--- src/rtl/decode_pkg.sv ---
// rtl/decode_pkg.sv - RV32 opcode/ALU/CSR constants and the decoded packet type
package decode_pkg;

  localparam logic [6:0] OPCODE_LUI      = 7'b0110111;
  localparam logic [6:0] OPCODE_AUIPC    = 7'b0010111;
  localparam logic [6:0] OPCODE_JAL      = 7'b1101111;
  localparam logic [6:0] OPCODE_JALR     = 7'b1100111;
  localparam logic [6:0] OPCODE_BRANCH   = 7'b1100011;
  localparam logic [6:0] OPCODE_LOAD     = 7'b0000011;
  localparam logic [6:0] OPCODE_STORE    = 7'b0100011;
  localparam logic [6:0] OPCODE_ALUIMM   = 7'b0010011;
  localparam logic [6:0] OPCODE_ALU      = 7'b0110011;
  localparam logic [6:0] OPCODE_MISC_MEM = 7'b0001111;
  localparam logic [6:0] OPCODE_SYSTEM   = 7'b1110011;

  localparam logic [6:0] FUNCT7_BASE   = 7'b0000000;
  localparam logic [6:0] FUNCT7_ALT    = 7'b0100000;
  localparam logic [6:0] FUNCT7_MULDIV = 7'b0000001;

  localparam logic [2:0] FUNCT3_PRIV = 3'b000;
  localparam logic [2:0] CSR_RW      = 3'b001;
  localparam logic [2:0] CSR_RS      = 3'b010;
  localparam logic [2:0] CSR_RC      = 3'b011;
  localparam logic [2:0] CSR_RWI     = 3'b101;
  localparam logic [2:0] CSR_RSI     = 3'b110;
  localparam logic [2:0] CSR_RCI     = 3'b111;

  localparam logic [11:0] SYS_ECALL  = 12'h000;
  localparam logic [11:0] SYS_EBREAK = 12'h001;
  localparam logic [11:0] SYS_MRET   = 12'h302;

  // ALU op encoding is {alt, funct3} so register and immediate forms share it
  localparam logic [3:0] ALU_ADD  = 4'h0;
  localparam logic [3:0] ALU_SLL  = 4'h1;
  localparam logic [3:0] ALU_SLT  = 4'h2;
  localparam logic [3:0] ALU_SLTU = 4'h3;
  localparam logic [3:0] ALU_XOR  = 4'h4;
  localparam logic [3:0] ALU_SRL  = 4'h5;
  localparam logic [3:0] ALU_OR   = 4'h6;
  localparam logic [3:0] ALU_AND  = 4'h7;
  localparam logic [3:0] ALU_SUB  = 4'h8;
  localparam logic [3:0] ALU_SRA  = 4'hd;

  typedef struct packed {
    logic [32:0] inst_raw;
    logic [31:0] pc;
    logic [4:0]  rd_addr;
    logic [4:0]  rs1_addr;
    logic [4:0]  rs2_addr;
    logic [31:0] imm;
    logic [3:0]  alu_op;
    logic        rs1_pc;
    logic        rs2_imm;
    logic        branch;
    logic [2:0]  branch_type;
    logic        jump;
    logic        loadstore;
    logic        load_zeroextend;
    logic        inst_invalid;
    logic        muldiv;
    logic [2:0]  muldiv_op;
    logic [2:0]  csr_op;
    logic [11:0] csr_addr;
    logic        ecall;
    logic        ebreak;
    logic        mret;
    logic        fetch_fault;
  } instruction_t;

  function automatic logic [3:0] alu_op_of(input logic alt, input logic [2:0] funct3);
    case ({alt, funct3})
      4'b0_000: alu_op_of = ALU_ADD;
      4'b1_000: alu_op_of = ALU_SUB;
      4'b0_001: alu_op_of = ALU_SLL;
      4'b0_010: alu_op_of = ALU_SLT;
      4'b0_011: alu_op_of = ALU_SLTU;
      4'b0_100: alu_op_of = ALU_XOR;
      4'b0_101: alu_op_of = ALU_SRL;
      4'b1_101: alu_op_of = ALU_SRA;
      4'b0_110: alu_op_of = ALU_OR;
      4'b0_111: alu_op_of = ALU_AND;
      default:  alu_op_of = ALU_ADD;
    endcase
  endfunction

endpackage

--- src/rtl/decode_fields.sv ---
// rtl/decode_fields.sv - combinational RV32I/M/Zicsr field decode with legality checks
module decode_fields
  import decode_pkg::*;
#(
  parameter bit ENABLE_M     = 1'b1,
  parameter bit ENABLE_ZICSR = 1'b1,
  parameter bit STRICT       = 1'b1
) (
  input  logic [31:0]  instr,
  input  logic [31:0]  pc,
  input  logic         fault,
  output instruction_t out
);

  logic [6:0]  opcode;
  logic [2:0]  funct3;
  logic [6:0]  funct7;
  logic [4:0]  rd, rs1, rs2;
  logic [31:0] imm_i, imm_s, imm_b, imm_u, imm_j;
  logic        illegal;
  instruction_t d;

  assign opcode = instr[6:0];
  assign rd     = instr[11:7];
  assign funct3 = instr[14:12];
  assign rs1    = instr[19:15];
  assign rs2    = instr[24:20];
  assign funct7 = instr[31:25];

  assign imm_i = {{20{instr[31]}}, instr[31:20]};
  assign imm_s = {{20{instr[31]}}, instr[31:25], instr[11:7]};
  assign imm_b = {{19{instr[31]}}, instr[31], instr[7], instr[30:25], instr[11:8], 1'b0};
  assign imm_u = {instr[31:12], 12'b0};
  assign imm_j = {{11{instr[31]}}, instr[31], instr[19:12], instr[20], instr[30:21], 1'b0};

  always_comb begin
    d          = '0;
    illegal    = 1'b0;
    d.inst_raw = {1'b1, instr};
    d.pc       = pc;
    d.rd_addr  = rd;
    d.rs1_addr = rs1;
    d.rs2_addr = rs2;
    case (opcode)
      OPCODE_LUI: begin
        d.rs1_addr = '0;
        d.rs2_imm  = 1'b1;
        d.imm      = imm_u;
      end
      OPCODE_AUIPC: begin
        d.rs1_pc  = 1'b1;
        d.rs2_imm = 1'b1;
        d.imm     = imm_u;
      end
      OPCODE_JAL: begin
        d.rs1_pc  = 1'b1;
        d.rs2_imm = 1'b1;
        d.jump    = 1'b1;
        d.imm     = imm_j;
      end
      OPCODE_JALR: begin
        d.rs2_imm = 1'b1;
        d.jump    = 1'b1;
        d.imm     = imm_i;
        illegal   = STRICT && (funct3 != 3'b000);
      end
      OPCODE_BRANCH: begin
        d.branch      = 1'b1;
        d.branch_type = funct3;
        d.imm         = imm_b;
        d.alu_op      = ALU_SUB;
        d.rd_addr     = '0;
        illegal       = STRICT && (funct3[2:1] == 2'b01);
      end
      OPCODE_LOAD: begin
        d.loadstore       = 1'b1;
        d.rs2_imm         = 1'b1;
        d.imm             = imm_i;
        d.load_zeroextend = funct3[2];
        illegal           = STRICT && (funct3 == 3'b011 || funct3[2:1] == 2'b11);
      end
      OPCODE_STORE: begin
        d.loadstore = 1'b1;
        d.rs2_imm   = 1'b1;
        d.imm       = imm_s;
        d.rd_addr   = '0;
        illegal     = STRICT && (funct3 > 3'd2);
      end
      OPCODE_ALUIMM: begin
        d.rs2_imm = 1'b1;
        d.imm     = imm_i;
        d.alu_op  = alu_op_of((funct3 == 3'b101) && instr[30], funct3);
        if (funct3 == 3'b001)
          illegal = STRICT && (funct7 != FUNCT7_BASE);
        else if (funct3 == 3'b101)
          illegal = STRICT && (funct7 != FUNCT7_BASE) && (funct7 != FUNCT7_ALT);
      end
      OPCODE_ALU: begin
        if (funct7 == FUNCT7_MULDIV) begin
          d.muldiv    = ENABLE_M;
          d.muldiv_op = funct3;
          illegal     = !ENABLE_M;
        end else begin
          d.alu_op = alu_op_of(instr[30], funct3);
          illegal  = STRICT && !((funct7 == FUNCT7_BASE) ||
                     ((funct7 == FUNCT7_ALT) && (funct3 == 3'b000 || funct3 == 3'b101)));
        end
      end
      OPCODE_MISC_MEM: d.rd_addr = '0;
      OPCODE_SYSTEM: begin
        case (funct3)
          FUNCT3_PRIV: begin
            d.rd_addr = '0;
            case (instr[31:20])
              SYS_ECALL:  d.ecall  = 1'b1;
              SYS_EBREAK: d.ebreak = 1'b1;
              SYS_MRET: begin
                d.mret  = ENABLE_ZICSR;
                illegal = !ENABLE_ZICSR;
              end
              default: illegal = STRICT;
            endcase
            if (STRICT && (rs1 != 5'd0 || rd != 5'd0)) illegal = 1'b1;
          end
          CSR_RW, CSR_RS, CSR_RC, CSR_RWI, CSR_RSI, CSR_RCI: begin
            d.csr_op   = ENABLE_ZICSR ? funct3 : 3'b000;
            d.csr_addr = instr[31:20];
            d.rs2_imm  = 1'b1;
            if (funct3[2]) d.imm = {27'b0, rs1};
            illegal    = !ENABLE_ZICSR;
          end
          default: illegal = STRICT || !ENABLE_ZICSR;
        endcase
      end
      default: illegal = 1'b1;
    endcase

    // A fetch fault outranks decode legality: the packet carries only the trap cause
    if (fault || illegal) begin
      d.branch       = 1'b0;
      d.jump         = 1'b0;
      d.loadstore    = 1'b0;
      d.muldiv       = 1'b0;
      d.csr_op       = 3'b000;
      d.ecall        = 1'b0;
      d.ebreak       = 1'b0;
      d.mret         = 1'b0;
      d.rd_addr      = '0;
      d.fetch_fault  = fault;
      d.inst_invalid = !fault;
    end
    out = d;
  end

endmodule

--- src/rtl/decode_stage.sv ---
// rtl/decode_stage.sv - registered decode stage with main/skid elastic buffer and flush
module decode_stage
  import decode_pkg::*;
#(
  parameter bit ENABLE_M     = 1'b1,
  parameter bit ENABLE_ZICSR = 1'b1,
  parameter bit STRICT       = 1'b1
) (
  input  logic         i_clk,
  input  logic         i_rst_n,
  input  logic         i_flush,
  input  logic         i_valid,
  output logic         o_ready,
  input  logic [31:0]  i_instr,
  input  logic [31:0]  i_pc,
  input  logic         i_fetch_fault,
  output logic         o_valid,
  input  logic         i_ready,
  output instruction_t o_out
);

  instruction_t dec, main_q, main_d, skid_q, skid_d;
  logic         main_v_q, main_v_d, skid_v_q, skid_v_d, ready_q;
  logic         in_fire, main_free;

  decode_fields #(
    .ENABLE_M     (ENABLE_M),
    .ENABLE_ZICSR (ENABLE_ZICSR),
    .STRICT       (STRICT)
  ) u_fields (
    .instr (i_instr),
    .pc    (i_pc),
    .fault (i_fetch_fault),
    .out   (dec)
  );

  assign in_fire   = i_valid & ready_q;
  assign main_free = !main_v_q | i_ready;

  // ready_q is low whenever skid is occupied, so a skid entry never coexists with an input transfer
  always_comb begin
    main_d   = main_q;
    skid_d   = skid_q;
    main_v_d = main_v_q;
    skid_v_d = skid_v_q;
    if (i_flush) begin
      main_v_d = 1'b0;
      skid_v_d = 1'b0;
    end else if (main_free) begin
      if (skid_v_q) begin
        main_d   = skid_q;
        main_v_d = 1'b1;
        skid_v_d = 1'b0;
      end else if (in_fire) begin
        main_d   = dec;
        main_v_d = 1'b1;
      end else begin
        main_v_d = 1'b0;
      end
    end else if (in_fire) begin
      skid_d   = dec;
      skid_v_d = 1'b1;
    end
  end

  always_ff @(posedge i_clk) begin
    if (!i_rst_n) begin
      main_v_q <= 1'b0;
      skid_v_q <= 1'b0;
      ready_q  <= 1'b0;
      main_q   <= '0;
      skid_q   <= '0;
    end else begin
      main_v_q <= main_v_d;
      skid_v_q <= skid_v_d;
      ready_q  <= !skid_v_d;
      main_q   <= main_d;
      skid_q   <= skid_d;
    end
  end

  assign o_ready = ready_q;
  assign o_valid = main_v_q;
  assign o_out   = main_q;

endmodule
--- config.mk ---
export PLATFORM = sky130hd
export DESIGN_NAME = decode_stage
export DESIGN_NICKNAME = d
export VERILOG_FILES = /design/src/rtl/decode_pkg.sv /design/src/rtl/decode_fields.sv /design/src/rtl/decode_stage.sv
export SDC_FILE = /design/constraint.sdc
export NUM_CORES = 1
export LEC_CHECK = 0
export BUFFER_PORTS_ARGS = -buffer_cell sky130_fd_sc_hd__buf_2
export CAP_MARGIN = 20
export CORE_MARGIN = 2
export CORE_UTILIZATION = 56
export DETAILED_ROUTE_END_ITERATION = 8
export PLACE_DENSITY_LB_ADDON = 0.05
export SLEW_MARGIN = 20
export SYNTH_ARGS = -nofsm -noshare
export SYNTH_HDL_FRONTEND = slang
export SYNTH_SLANG_ARGS = --single-unit
--- constraint.sdc ---
create_clock -name i_clk -period 3.02 [get_ports i_clk]
set_input_delay 0.906 -clock i_clk [delete_from_list [all_inputs] [get_ports i_clk]]
set_output_delay 0.906 -clock i_clk [all_outputs]
set_load 0.02 [all_outputs]
# --- Yosys cells after proc, flatten, opt, wreduce, memory -nomap -nowiden ---
# Memory sizes are Yosys's and may differ from the RTL's.
# Index checks and enable logic that the tools add are counted.
word_totals:
  memories: 2
  rom_bits: 128
  regBits: 301
  out_inout_bits: 151
classes:
  n_lt_le_gt_ge: 1
  mux: 43
  bitwise: 5
  eq_ne: 24
  reduce_logical: 33
mem_list:
  columns: ["name", "words", "word_bits", "rd", "rd_ports_with_merged_regs", "wr", "line", "text"]
  rows:
  - ["(no name shown)", 16, 4, 1, 0, 0, "decode_pkg.sv:71", "case ({alt, funct3})"]
  - ["(no name shown)", 16, 4, 1, 0, 0, "decode_pkg.sv:71", null]
op_table:
  columns: ["op", "count"]
  rows:
  - ["$mux 149", 2]
  - ["$pmux 32 s6", 1]
  - ["$mux 32", 1]
  - ["$eq 7x6->1 const B", 4]
  - ["$eq 7x7->1 const B", 4]
  - ["$mux 4", 5]
  - ["$mux 5", 4]
  - ["$mux 1", 19]
  - ["$mux 18", 1]
  - ["$mux 15", 1]
  - ["$eq 7x5->1 const B", 2]
  - ["$eq 12x1->1 const B", 1]
  - ["$eq 12x10->1 const B", 1]
  - ["$logic_not 12->1", 1]
  - ["$pmux 4 s3", 1]
  - ["$pmux 5 s2", 1]
  - ["$reduce_bool 5->1", 2]
  - ["$reduce_or 2->1", 5]
  - ["$eq 3x3->1 const B", 3]
  - ["$reduce_or 3->1", 3]
  - ["$pmux 1 s8", 1]
  - ["$eq 7x1->1 const B", 1]
  - ["$eq 7x2->1 const B", 1]
  - ["$eq 7x4->1 const B", 1]
  - ["other kinds (24)", 40]

# --- Depth between registers and ports, before layout ---
# Gate-level depths: netlist of run 1.
logic_depth:
  depth_word: 11
  ltp_mapped: 9

# --- By module ---
# From an unflattened synthesis of run 1, not the netlist that was laid out.
hier_totals:
  hier_cells: 1744
  area_unflattened_um2: 15468.6
modules_own_cells:
  columns: ["mod", "cells_per_inst", "seq_area_each_um2", "instances", "area_each_um2"]
  rows:
  - ["decode_stage", 1470, 6025.8, 1, 13569.3]
  - ["decode_fields", 274, 0.0, 1, 1899.3]

# --- Least setup slack after synthesis of run 1 ---
# OpenSTA, ideal clock, no wires.
synth_timing:
  path_type: "input-to-reg"
  start: "input port i_instr[26]"
  end: "register main_q (netlist bit o_out[79])"
  cell_stages: 8
  setup_time_ns: 0.096
  path_buffers: 2
  t_arrival_ns: 2.685
  slack_ns: 0.239
  cell_sequence: "buf_6 > or4_4 > nor3_2 > a41oi_1 > a211oi_2 > nand2_1 > buf_6 > o41ai_2"
synth_between:
  elab_chain_cells: 10
  elab_cells_between_ends: 24
  cone_classes: "eq/ne: 5; mux: 10; reduce/logical: 9"
synth_rtl:
  columns: ["element", "line", "text"]
  rows:
  - ["start, declared", "decode_stage.sv:14", "input logic [31:0] i_instr,"]
  - ["$eq 12x10->1 (tied with other cells)", "decode_fields.sv:114", "case (instr[31:20])"]
  - ["$reduce_or 3->1 (no source line) or $logic_and 1x1->1 (tied branches)", null, null]
  - ["$mux 1 or $logic_or 1x1->1 (tied branches)", "decode_fields.sv:114, decode_fields.sv:105", null]
  - ["$mux 1 or $logic_not 1->1 (tied branches)", "decode_fields.sv:123, decode_fields.sv:105", null]
  - ["$pmux 1 s2 or $mux 1 (tied branches)", "decode_fields.sv:111, decode_fields.sv:99", null]
  - ["$pmux 1 s8 (*)", "decode_fields.sv:44", "case (opcode)"]
  - ["$logic_or 1x1->1 (*)", "decode_fields.sv:139", "if (fault || illegal) begin"]
  - ["$mux 5 (*)", "decode_fields.sv:139", null]
  - ["$mux 149 (*)", "decode_stage.sv:54", "end else if (in_fire) begin"]
  - ["$mux 149 (*)", "decode_stage.sv:50", "if (skid_v_q) begin"]
  - ["end signal, assigned", "decode_stage.sv:77", "main_q <= main_d;"]
  - ["end, declared", "decode_stage.sv:22", "instruction_t dec, main_q, main_d, skid_q, skid_d;"]
# Every way passes the cells marked *; elsewhere a longest branch is shown, timed or not. The select of a mux whose other input is x is not followed.
# A chain may end at the register's enable or synchronous reset.

# --- Worst setup path in the final report of run 1 ---
layout_timing:
  start: "input port i_instr[3]"
  end: "register main_q (netlist bit o_out[82])"
layout_between:
  elab_chain_cells: 7
  elab_cells_between_ends: 19
  cone_classes: "eq/ne: 11; mux: 5; reduce/logical: 3"
layout_rtl:
  columns: ["element", "line"]
  rows:
  - ["$eq 7x4->1 (tied with other cells)", "decode_fields.sv:44"]
  - ["$reduce_or 4->1 (no source line)", null]
  - ["$pmux 1 s8", "decode_fields.sv:44"]
  - ["$logic_or 1x1->1", "decode_fields.sv:139"]
  - ["$mux 5 (*)", "decode_fields.sv:139"]
  - ["$mux 149 (*)", "decode_stage.sv:54"]
  - ["$mux 149 (*)", "decode_stage.sv:50"]
# Marked as above.

==> results of run 1 <==
## stage by stage
stage                     std cells  util, %  cell area, sq um  hold slack, ns
after global routing           1962     67.8             15200           0.480
after floorplan                1473        -             12700           0.425
final                          1962     67.8             15200           0.457
after global placement         1907     63.4             14200           0.435
after detailed placement       1907     63.4             14200           0.440
after CTS                      1962     67.8             15200           0.456
## cells by family (layout without fill, tap and decap cells)
family                    Yosys count  count (layout)  share of synthesized area (%)
and+or+nand+nor                   530             530                           18.6
AOI/OAI and AO/OA                 437             437                           25.7
DFF                               291             291                           46.0
buffers and inverters             152             356                           4.79
muxes                              62              62                           4.90
xor gates and xnor gates            1               1                         0.0691
## flip-flops by register name (all words and copies together) (netlist names)
name and flops:
o_out 144, o_ready 1, o_valid 1, skid_q 144, skid_v_q 1
## cells in the final DEF, fill, tap and decap left out, drive strengths merged, types with 3 or more instances in the layout
cell / count
nor3b: 3
o41ai: 5
o21a: 3
and2: 28
o21ai: 78
nand3: 50
nand2: 348
inv: 7
nor2b: 7
nor4: 3
a21boi: 82
dfxtp: 291
nor3: 17
o221ai: 5
or3: 25
a21oi: 69
clkinv: 4
nand2b: 8
a211oi: 3
o211a: 100
a22oi: 3
a221oi: 7
a32o: 6
nor2: 22
o211ai: 46
buf: 293
o2111ai: 3
clkbuf: 51
o31ai: 10
or4: 7
mux2i: 62
## critical path: cells and delay by family
| kind | cells | cell delay, ns |
|---|---|---|
| and+or+nand+nor | 3 | 0.97 |
| buffers and inverters | 2 | 0.35 |
| AOI/OAI and AO/OA | 3 | 0.67 |
## power by group through the flow
stage / logic, uW / clock network, uW / registers [uW]
2_1_floorplan: 325 / 0 / 4180
3_3_place_gp: 751 / 0 / 4070
3_5_place_dp: 754 / 0 / 4070
4_1_cts: 757 / 3740 / 3990
5_1_grt: 818 / 3890 / 4000
6_report: 758 / 3680 / 3990
## worst paths after layout
path                                  from          to  slack [ns]  depth (start not counted)
worst min-delay path            skid_q[25]  skid_q[25]        0.46                          2
worst max register to register     o_valid  skid_q[62]        1.00                          4
worst max-delay path            i_instr[3]   o_out[82]        0.55                          8
worst min register to register  skid_q[25]  skid_q[25]        0.46                          2
## final cells by class
type / instances / area share, %
clock buffers: 50 / 6.22
inverters: 7 / 0.173
clock inverters: 5 / 0.329
repair buffers: 294 / 11.4
flip-flops and latches: 291 / 38.3
well taps: 285 / 2.34
multi-input cells: 1030 / 41.2
## metal layers
layer / routed length [um] / part of all wire, % / vias to the layer above
li1: - / - / 5584
met1: 15900 / 44 / 5404
met2: 16800 / 47 / 353
met3: 2500 / 6.9 / 55
met4: 817 / 2.3 / 0
met5: 0 / 0 / -
==> impl_metrics.ini, run 1 <==
[run_status]
status = completed

[setup_path]
crit_type = in2reg
critPathMaxStageDelay_ns = 0.50
worst-path-max-fanout = 20
critPathCaptureType = flip-flop
start_kind = primary input
worstPathRequired_ns = 3.46
cp.arrival_ns = 2.91
critical_path.cell_chain = buf_2 > nor3b_1 > a21oi_1 > o32a_1 > nor4_1 > nand2_1 > buf_12 > o41ai_2
critical-path-slowest-cell = nor4_1

[finish]
fillCellCount = 1926
layout-drive-gt1-share_pct = 21.3
area_of_the_multi_input_gates_sq_um = 6270
syn_to_final_growth_pct = 20.1
seqCellArea_sq_um = 5830
post_layout_net_count = 1725
diodes = 0

[synthesis]
yosys.cell_count.top_type = nand2_1
leading_post_synthesis_cells_by_instance_count = nand2_1 (348), dfxtp_1 (291), clkbuf_1 (125)
netlist_area_before_placement_sq_um = 12700
ys_seq_elements = 291
yosys.area.top_type_share_pct = 46.0
avgSynthCellArea_sq_um = 8.60
synth_seq_area_share_pct = 46.0
ys_dominant_reg_cell = dfxtp_1
synth_enable_flop_cells = 0
synth.top_cells.by_area = dfxtp_1 (46%), nand2_1 (10%), o211a_1 (7.9%)
synth_area_leader_cell = dfxtp_1
ys.warnings.count = 0
synth_instances = 1473
synth_cell_types = 60
synth_nets = 1543
share_of_flip_flops_with_an_asynchronous_set_or_reset_after_synthesis_pct = 0

[grt]
grtUsageTotal_pct = 29.3
met1_usage_pct = 40.1
grt_first_pass_wirelength_um = 56900
grt_util_met3_pct = 5.32
grt_pass1_vias = 10605
grtUsageMet2_pct = 48.2
antenna_found_initial = 0
pin_count_of_the_biggest_net_entering_global_routing = 154
grt_most_used_layer = met2
global_route.overflow_total = 0

[detailed_routing]
routed_wire_length_per_instance_um = 18.4
via_per_inst = 5.81
drt_iter0_markers = 963
vias = 11396
remaining_drc_errors = 0
route.antenna.remaining_nets = 0
wl_um = 36000
drt_pre_antenna_iters = 5

[sta]
final.setup.tns_ns = 0
fmaxAchievable_ghz = 0.405
finalClockSkew_ns = 0.0146
hold_viol_final = 0
relSlewSlack_pct = 28.0
slew_violations = 0
layout_setup_ws_ns = 0.550
timing.final.setup_violations = 0
final_period_minus_worst_setup_slack_ns = 2.47
unrepaired_setup_endpoints_after_global_routing = false
post-route-period-util_pct = 81.8
transition_time_at_the_pin_with_the_least_slew_margin_ns = 1.08

[die]
count_of_standard_cell_rows = 55
core_box_area_sq_um = 22400
starting_density_pct = 56.5
boundaryPins = 221
die_area_sq_um = 23900
die_height_um = 154
fp.dieW_um = 154

[clock_network]
worst_skew_pair.late_latency_ns = 0.55
post-cts-setup-buffer-count = 0
cts.htree.levels = 1
clkSlewWorstSetupHoldPaths_ns = 0.06
number_of_hold_buffers_added_after_cts = 0
tritoncts = built
cts_repair_resize_count = 0
numClockSinks = 291
cts-root-buf = clkbuf_16
tritoncts_buffer_count = 31
cts.path.max_buffers = 3

[placed_design]
post-dp-hpwl_um = 23800
numPortBuffers = 220
gp_routability_congestion = 0.909
place_ws_ns = 0.0385

[power_and_ir_drop]
power.share.combinational_pct = 9.0
p_leak_uw = 0.00695
clock_power_share_pct = 43.7
power.internal_uw = 6410
total_switching_power_uw = 2010
finalPower_uw = 8420
p_sw_share_pct = 23.9
power.sequential.fraction_pct = 47.3
power.density_nw_per_um2 = 554
ir_drop_uv = 403

[hold_path]
hp-class = reg2reg

[flow_run]
maxCapViolations = 0
(Power assumes the default switching activity.)
==> inputs of run 2 (changes only) <==
Clock period 3.02 ns to 2.35 ns, I/O delays scaled along.
==> impl_metrics.ini, run 2 (same netlist as run 1, synthesis figures left out) <==
[run_status]
status = completed

[setup_path]
worstPathBufferInverterCount = 2
worst-path-max-fanout = 10
critical_path.cell_chain = buf_2 > or4_1 > nor3_1 > o21ai_0 > a211oi_2 > nand2_1 > buf_4 > o41ai_2
worstPathRequired_ns = 2.82
crit_type = in2reg
critical-path-slowest-cell = or4_1
cp.arrival_ns = 2.62
critPathMaxStageDelay_ns = 0.52
critPathCaptureType = flip-flop
start_kind = primary input
critical_path.top_delay_family = simple AND/OR/NAND/NOR gates

[clock_network]
clkSlewWorstSetupHoldPaths_ns = 0.06
number_of_hold_buffers_added_after_cts = 0
cts.htree.levels = 1
numClockSinks = 291
tritoncts = built
cts.path.max_buffers = 3
tritoncts_buffer_count = 31
worst_skew_pair.late_latency_ns = 0.57
cts-root-buf = clkbuf_16

[placed_design]
place.detailed.instances = 1953
gp_routability_congestion = 0.881
numPortBuffers = 220
placement.cell_area_sq_um = 14700
post-dp-hpwl_um = 24200

[sta]
hold_viol_final = 0
unrepaired_setup_endpoints_after_global_routing = false
fmaxAchievable_ghz = 0.465
relSlewSlack_pct = 38.1
post-route-period-util_pct = 91.5
final_period_minus_worst_setup_slack_ns = 2.15
finalClockSkew_ns = 0.0102
slew_violations = 0
timing.final.setup_violations = 0
transition_time_at_the_pin_with_the_least_slew_margin_ns = 0.921
whs_ns = 0.392

[grt]
global_route.overflow_total = 0
grt_first_pass_wirelength_um = 57100
antenna_found_initial = 4
pin_count_of_the_biggest_net_entering_global_routing = 126
grtUsageTotal_pct = 29.1
grt_pass1_vias = 10899

[die]
die_area_sq_um = 23900
boundaryPins = 221
starting_density_pct = 56.5
fp.dieW_um = 154
count_of_standard_cell_rows = 55
die_height_um = 154
core_box_area_sq_um = 22400

[finish]
final_common_cell = nand2_1
final_design_area_no_fill_sq_um = 15700
syn_to_final_growth_pct = 24.0
post_layout_net_count = 1771
layout.core_utilization_pct = 70.0
fillCellCount = 1845
layout-drive-gt1-share_pct = 23.6
non_filler_cells_final = 2010
layout_common_cells = nand2_1 (348), dfxtp_1 (290), buf_2 (219), buf_4 (102), o211a_1 (100)

[power_and_ir_drop]
p_leak_uw = 0.00721
power.density_nw_per_um2 = 690
ir_drop_uv = 591

[flow_run]
maxCapViolations = 0

[detailed_routing]
drt_iter0_markers = 935
wl_um = 36000
via_per_inst = 5.84
routed_wire_length_per_instance_um = 17.9
route.antenna.remaining_nets = 0
drt_pre_antenna_iters = 7
vias = 11742
remaining_drc_errors = 0

[hold_path]
hp-class = in2reg
==> run 2: changes by cell type in the layout (fill, tap and decap cells not counted), sizes merged <==
cell,delta
buf,+46
bufinv,-1
clkbuf,-1
clkinvlp,+1
diode,+2
inv,+1
==> run 2: timing repair <==
action | 4_1_cts | 5_1_grt
setup buffers | 0 | 0
endpoints found under the setup margin | 0 | 4
gates resized for setup | 0 | 1
==> run 2: stage by stage <==
step | setup WS [ns] | TNS [ns] | power, uW
floorplan | -0.155 | -2.05 | 5790
global placement | -0.396 | -9.54 | 6250
detailed placement | -0.400 | -9.85 | 6260
finish | 0.200 | 0 | 10800
global route | 0.0589 | 0 | 11200
CTS | 0.186 | 0 | 10900
==> run 2: routing by layer <==
layer  vias to the layer above  part of all wire (%)  global-route usage [%]
met5                         -                 0.075                       0
met4                         4                   3.8                    11.7
met3                        88                   8.2                    6.84
met1                      5561                    42                    38.6
met2                       414                    45                    46.2
li1                       5675                     -                       -
==> run 2: worst paths after layout <==
path	startpoint	to	slack, ns	cells past startpoint
worst min-delay path	i_pc[15]	skid_q[99]	0.39	3
worst min register to register	skid_q[3]	skid_q[3]	0.46	2
worst max register to register	o_valid	o_out[2]	0.56	6
worst max-delay path	i_instr[27]	o_out[83]	0.20	8
==> run 2: cell type report <==
| cell class | instances | area [sq um] | share of cell area, % |
|---|---|---|---|
| Clock inverter | 6 | 36.3 | 0.231 |
| Sequential cell | 291 | 5830 | 37.1 |
| Timing Repair Buffer | 340 | 2240 | 14.2 |
| Clock buffer | 49 | 943 | 6.01 |
| Inverter | 7 | 26.3 | 0.167 |
| Tap cell | 285 | 357 | 2.27 |
| Multi-Input combinational cell | 1030 | 6280 | 40.0 |
| Antenna cell | 2 | 5.00 | 0.0319 |
==> run 2: power breakdown <==
group / internal, uW / leakage, uW / total (uW) / switching, uW
Clock: 2720 / 0.000484 / 4680 / 1960
Sequential: 5060 / 0.00236 / 5120 / 67.6
Combinational: 406 / 0.00436 / 1040 / 634
==> run 2: worst min-delay path: stages <==
cell      delay [ns]
buf_2           0.10
nand2_1         0.04
a21boi_0        0.06
